**src/rtl/exp6_mostra_sequencia.sv**
```systemverilog
// Sequence presenter for the memory game: plays a fixed 16-entry one-hot ROM onto
// the leds, one entry at a time with fixed lit/blank times, then raises pronto.
module exp6_mostra_sequencia #(
  parameter int ON_CYCLES  = 500,
  parameter int OFF_CYCLES = 250
) (
  input  logic       clock,
  input  logic       reset,
  input  logic       iniciar,
  input  logic [3:0] limite,
  output logic [3:0] leds,
  output logic       mostrando,
  output logic       pronto,
  output logic [3:0] db_endereco,
  output logic [3:0] db_estado
);

  localparam int MAXC = (ON_CYCLES > OFF_CYCLES) ? ON_CYCLES : OFF_CYCLES;
  localparam int TW   = $clog2(MAXC + 1);
  localparam logic [TW-1:0] ON_LAST  = TW'(ON_CYCLES - 1);
  localparam logic [TW-1:0] OFF_LAST = TW'(OFF_CYCLES - 1);

  typedef enum logic [3:0] {
    INICIAL    = 4'h0,
    PREPARACAO = 4'h1,
    ACENDE     = 4'h2,
    APAGA      = 4'h3,
    PROXIMO    = 4'h4,
    FIM        = 4'hF
  } estado_t;

  estado_t       state_q, state_d;
  logic [3:0]    addr_q, addr_d;
  logic [3:0]    limite_q, limite_d;
  logic [TW-1:0] timer_q, timer_d;
  logic [3:0]    leds_q, leds_d;
  logic          mostrando_q, mostrando_d;
  logic          pronto_q, pronto_d;

  function automatic logic [3:0] rom(input logic [3:0] a);
    case (a)
      4'd0:  rom = 4'b0001;
      4'd1:  rom = 4'b0010;
      4'd2:  rom = 4'b0100;
      4'd3:  rom = 4'b1000;
      4'd4:  rom = 4'b0100;
      4'd5:  rom = 4'b0010;
      4'd6:  rom = 4'b0001;
      4'd7:  rom = 4'b0001;
      4'd8:  rom = 4'b0010;
      4'd9:  rom = 4'b0010;
      4'd10: rom = 4'b0100;
      4'd11: rom = 4'b0100;
      4'd12: rom = 4'b1000;
      4'd13: rom = 4'b1000;
      4'd14: rom = 4'b0001;
      4'd15: rom = 4'b0100;
      default: rom = 4'b0000;
    endcase
  endfunction

  always_comb begin
    state_d  = state_q;
    addr_d   = addr_q;
    limite_d = limite_q;
    timer_d  = timer_q;
    case (state_q)
      INICIAL, FIM: begin
        if (iniciar) begin
          state_d  = PREPARACAO;
          limite_d = limite;
        end
      end
      PREPARACAO: begin
        addr_d  = 4'd0;
        timer_d = '0;
        state_d = ACENDE;
      end
      ACENDE: begin
        if (timer_q == ON_LAST) begin
          timer_d = '0;
          state_d = APAGA;
        end else begin
          timer_d = timer_q + TW'(1);
        end
      end
      APAGA: begin
        if (timer_q == OFF_LAST) begin
          timer_d = '0;
          state_d = (addr_q == limite_q) ? FIM : PROXIMO;
        end else begin
          timer_d = timer_q + TW'(1);
        end
      end
      PROXIMO: begin
        addr_d  = addr_q + 4'd1;
        timer_d = '0;
        state_d = ACENDE;
      end
      default: begin
        timer_d = '0;
        state_d = INICIAL;
      end
    endcase
  end

  // Outputs are decoded from the next state and registered, so they line up with state_q.
  always_comb begin
    leds_d      = (state_d == ACENDE) ? rom(addr_d) : 4'b0000;
    mostrando_d = (state_d == PREPARACAO) || (state_d == ACENDE) ||
                  (state_d == APAGA) || (state_d == PROXIMO);
    pronto_d    = (state_d == FIM);
  end

  always_ff @(posedge clock or negedge reset) begin
    if (!reset) begin
      state_q     <= INICIAL;
      addr_q      <= 4'd0;
      limite_q    <= 4'd0;
      timer_q     <= '0;
      leds_q      <= 4'b0000;
      mostrando_q <= 1'b0;
      pronto_q    <= 1'b0;
    end else begin
      state_q     <= state_d;
      addr_q      <= addr_d;
      limite_q    <= limite_d;
      timer_q     <= timer_d;
      leds_q      <= leds_d;
      mostrando_q <= mostrando_d;
      pronto_q    <= pronto_d;
    end
  end

  assign leds        = leds_q;
  assign mostrando   = mostrando_q;
  assign pronto      = pronto_q;
  assign db_endereco = addr_q;
  assign db_estado   = state_q;

endmodule
```
**config.mk**
```make
export PLATFORM = sky130hd
export DESIGN_NAME = exp6_mostra_sequencia
export DESIGN_NICKNAME = d
export VERILOG_FILES = /design/src/rtl/exp6_mostra_sequencia.sv
export SDC_FILE = /design/constraint.sdc
export NUM_CORES = 1
export LEC_CHECK = 0
export ABC_CLOCK_PERIOD_IN_PS = 3100
export CELL_PAD_IN_SITES_DETAIL_PLACEMENT = 2
export CELL_PAD_IN_SITES_GLOBAL_PLACEMENT = 2
export CORE_MARGIN = 3
export CORE_UTILIZATION = 36
export CTS_CLUSTER_DIAMETER = 40
export CTS_CLUSTER_SIZE = 14
export DETAILED_ROUTE_END_ITERATION = 7
export PLACE_DENSITY = 0.9
export SETUP_SLACK_MARGIN = 0.5
export SLEW_MARGIN = 10
export SYNTH_ARGS = -nofsm -noshare
export SYNTH_HDL_FRONTEND = slang
export SYNTH_SLANG_ARGS = --single-unit
```
**constraint.sdc**
```tcl
create_clock -name clock -period 3.1 [get_ports clock]
set_clock_uncertainty 0.1 [all_clocks]
set_input_delay 0.775 -clock clock [delete_from_list [all_inputs] [get_ports clock]]
set_output_delay 0.775 -clock clock [all_outputs]
set_load 0.005 [all_outputs]
```
==> results.toml <==
[setup_path]
r2r-end = "leds[2]"
critical_path_buf_inv_count = 1
crit_path_start_kind = "flop"
cp.required_ns = 2.22
cp_cell_sequence = "clkdlybuf4s50_1"
cp.arrival_ns = 1.59
r2r_slack_ns = 0.78
path_depth = 1
worstSetupPathType = "flop to output pin"
rr_worst_depth = 5
critPathCapture = "db_estado[0]"
startpoint = "db_estado[0]"
end_kind = "output pin"
cp_slowest_stage_delay_ns = 0.71
path_max_fanout = 17
crit_family = "flip-flops"
timing.rr.start = "db_estado[2]"
crit_path_top_delay_cell = "dfrtp_1"

[layout]
final-seq-area_sq_um = 676
multiInputGateArea_sq_um = 808
antenna_cells = 0
syn_to_final_growth_pct = 18.2
fillCellCount = 436
drive_gt1_frac = 0.0611
fin_util = 0.450
finish.net_count = 191

[sta]
worstMarginPinSlew_ns = 0.764
slew_headroom = 0.486
rsz0062_at_grt = "no"
min_period_ns = 2.46
hold_violations = 0
finalSetupViolations = 0
maxSlewViolCount = 0
max_freq_mhz = 406
final.setup.tns_ns = 0
finalCritPeriodShare = 0.795

[global_routing]
grt_util_met3 = 0.0210
gr-usage-met2 = 0.330
track_usage = 0.187
grt_pass1_wl_um = 7680
antenna_found_initial = 0
first_global_vias = 1480
gr-total-overflow = 0
grt_start_max_net_pins = 28
top_usage_layer = "met2"
use_met1 = 0.247

[yosys]
synth_top_area_frac = 0.438
postSynthCellCount = 161
synth.most_common_cell = "dfrtp_1"
synth_ff_type = "dfrtp_1"
synth_edf_count = 0
synth_common_cells = "dfrtp_1 (27), nand2_1 (12), a21oi_1 (11)"
ys_types = 44
ys_async_sr_fraction = 1.00
yosysTopAreaCell = "dfrtp_1"
yosys-top-cells-area = "dfrtp_1 (44%), a21oi_1 (3.6%), mux2_1 (2.9%), nand2_1 (2.9%), xor2_1 (2.8%)"
ys_seq_area_frac = 0.438
yosys_register_bits = 27
synth_area_per_cell_sq_um = 9.59
synth_nets = 171
syn_area_sq_um = 1540
synth_warnings = 0

[cts]
clk_latency_ns = 0.27
cts_resized = 0
clock_sinks = 27
cts_tree = "built"
post_cts_buffers = 0
postCtsHoldBufs = 0
clockBufferDepth = 2
cts_buffers = 3
root_buffer = "clkbuf_8"
path_clk_slew_ns = 0.09
htree_levels = 1

[floorplanning]
start_util = 0.381
ios = 21
rows = 23
coreArea_sq_um = 4060
fp.dieW_um = 71.5
die_area_sq_um = 5110
dieHeight_um = 71.5

[pwr]
swShare = 0.391
p_switching_mw = 0.469
clockPowerShare = 0.167
vdd_ir_drop_max_v = 0.000230
leakagePower_nw = 0.810
pwr_density_cell_nw_per_um2 = 657
power.total_mw = 1.20
power.internal_mw = 0.730
sequentialPowerShare = 0.448
comb_power_share = 0.385

[route]
wl_um = 4350
route.detailed.drc = 0
vias = 1316
via_per_inst = 5.72
initialDrtViolationCount = 43
wl_per_cell_um = 18.9
firstDrtPassIters = 2
drtAntennaViolNets = 0

[outcome]
status = "complete, no violations"

[placed_design]
place_hpwl_um = 3270
gp_congestion = 0.785
portBuffers = 20

[flow_run]
cap_violations = 0

[worst_hold_path]
hold_path_class = "flop to flop"
[per-stage QoR]
step,worst slack (ns),cell area [sq um],hold WS (ns),std cells
global placement,0.772,1780,0.388,226
floorplan,1.15,1540,0.364,161
finish,0.637,1830,0.430,230
global route,0.502,1830,0.472,230
CTS,0.628,1830,0.437,230
detailed placement,0.697,1780,0.409,226
[metal layers]
metal,up-vias,routed length (um)
met5,-,0
met4,0,29
met3,4,94
met2,17,2240
met1,674,1980
li1,621,-
[worst min-delay path by stage]
| stage | to | startpoint | slack, ns | depth (start not counted) |
|---|---|---|---|---|
| final | limite_q[0] | limite_q[0] | 0.43 | 1 |
| after CTS | limite_q[0] | limite_q[0] | 0.44 | 1 |
| after global placement | timer_q[8] | timer_q[8] | 0.39 | 1 |
| after detailed placement | timer_q[8] | timer_q[8] | 0.41 | 1 |
| after global routing | limite_q[0] | limite_q[0] | 0.47 | 1 |
| after floorplan | timer_q[8] | timer_q[8] | 0.36 | 1 |
[worst reg2reg max path, stage by stage, from the launching register on]
cell and delay (ns):
dfrtp_1 0.66, nor3b_1 0.43, a22oi_1 0.13, o21ai_1 0.41
a21oi_1 0.16, nor4_1 0.31
[layout make-up]
cell class,count,area share
multi-input cells,121,0.443
flip-flops and latches,27,0.370
repair buffers,21,0.114
well taps,50,0.0343
clock buffers,4,0.0247
inverters,7,0.0144
[flip-flops by register name, indices dropped and copies added (netlist names)]
name and cells:
timer_q 9, limite_q 4, pronto 1, leds 4, db_endereco 4, db_estado 4
mostrando 1
[logic make-up after synthesis]
kind of cell / share of synthesized area
AND/OR/NAND/NOR: 0.220
AO/OA/AOI/OAI: 0.204
flip-flops: 0.438
buffers and inverters: 0.0389
XOR/XNOR: 0.0397
multiplexers: 0.0357
adder cells (fa/ha/maj): 0.0243
[power groups by stage]
| stage | combinational [mW] | clock, mW | sequential (mW) |
|---|---|---|---|
| 3_3_place_gp | 0.430 | 0 | 0.532 |
| 2_1_floorplan | 0.327 | 0 | 0.496 |
| 6_report | 0.461 | 0.200 | 0.537 |
| 5_1_grt | 0.519 | 0.224 | 0.558 |
| 4_1_cts | 0.466 | 0.208 | 0.539 |
| 3_5_place_dp | 0.461 | 0 | 0.547 |
[cell usage in the layout (no fill, tap or decap), types with 2 or more instances in the layout]
cell type / n
o21a_1: 2
nor3_1: 3
nor2_1: 9
dfrtp_1: 27
and2_1: 3
nand2b_1: 4
o211ai_1: 3
or3b_1: 3
a21oi_1: 11
nand4bb_1: 2
xor2_1: 5
a21o_1: 4
xnor2_1: 2
nand2_1: 12
o21ai_0: 6
ha_1: 3
mux2_1: 4
a22oi_1: 2
nand3_1: 4
clkbuf_8: 3
clkdlybuf4s50_1: 20
nand4_1: 2
a31o_2: 2
nor3b_1: 4
nor4_1: 3
a31oi_1: 3
inv_1: 7
o21ai_1: 6
and3_1: 5
Power figures use the tool's default switching activity.
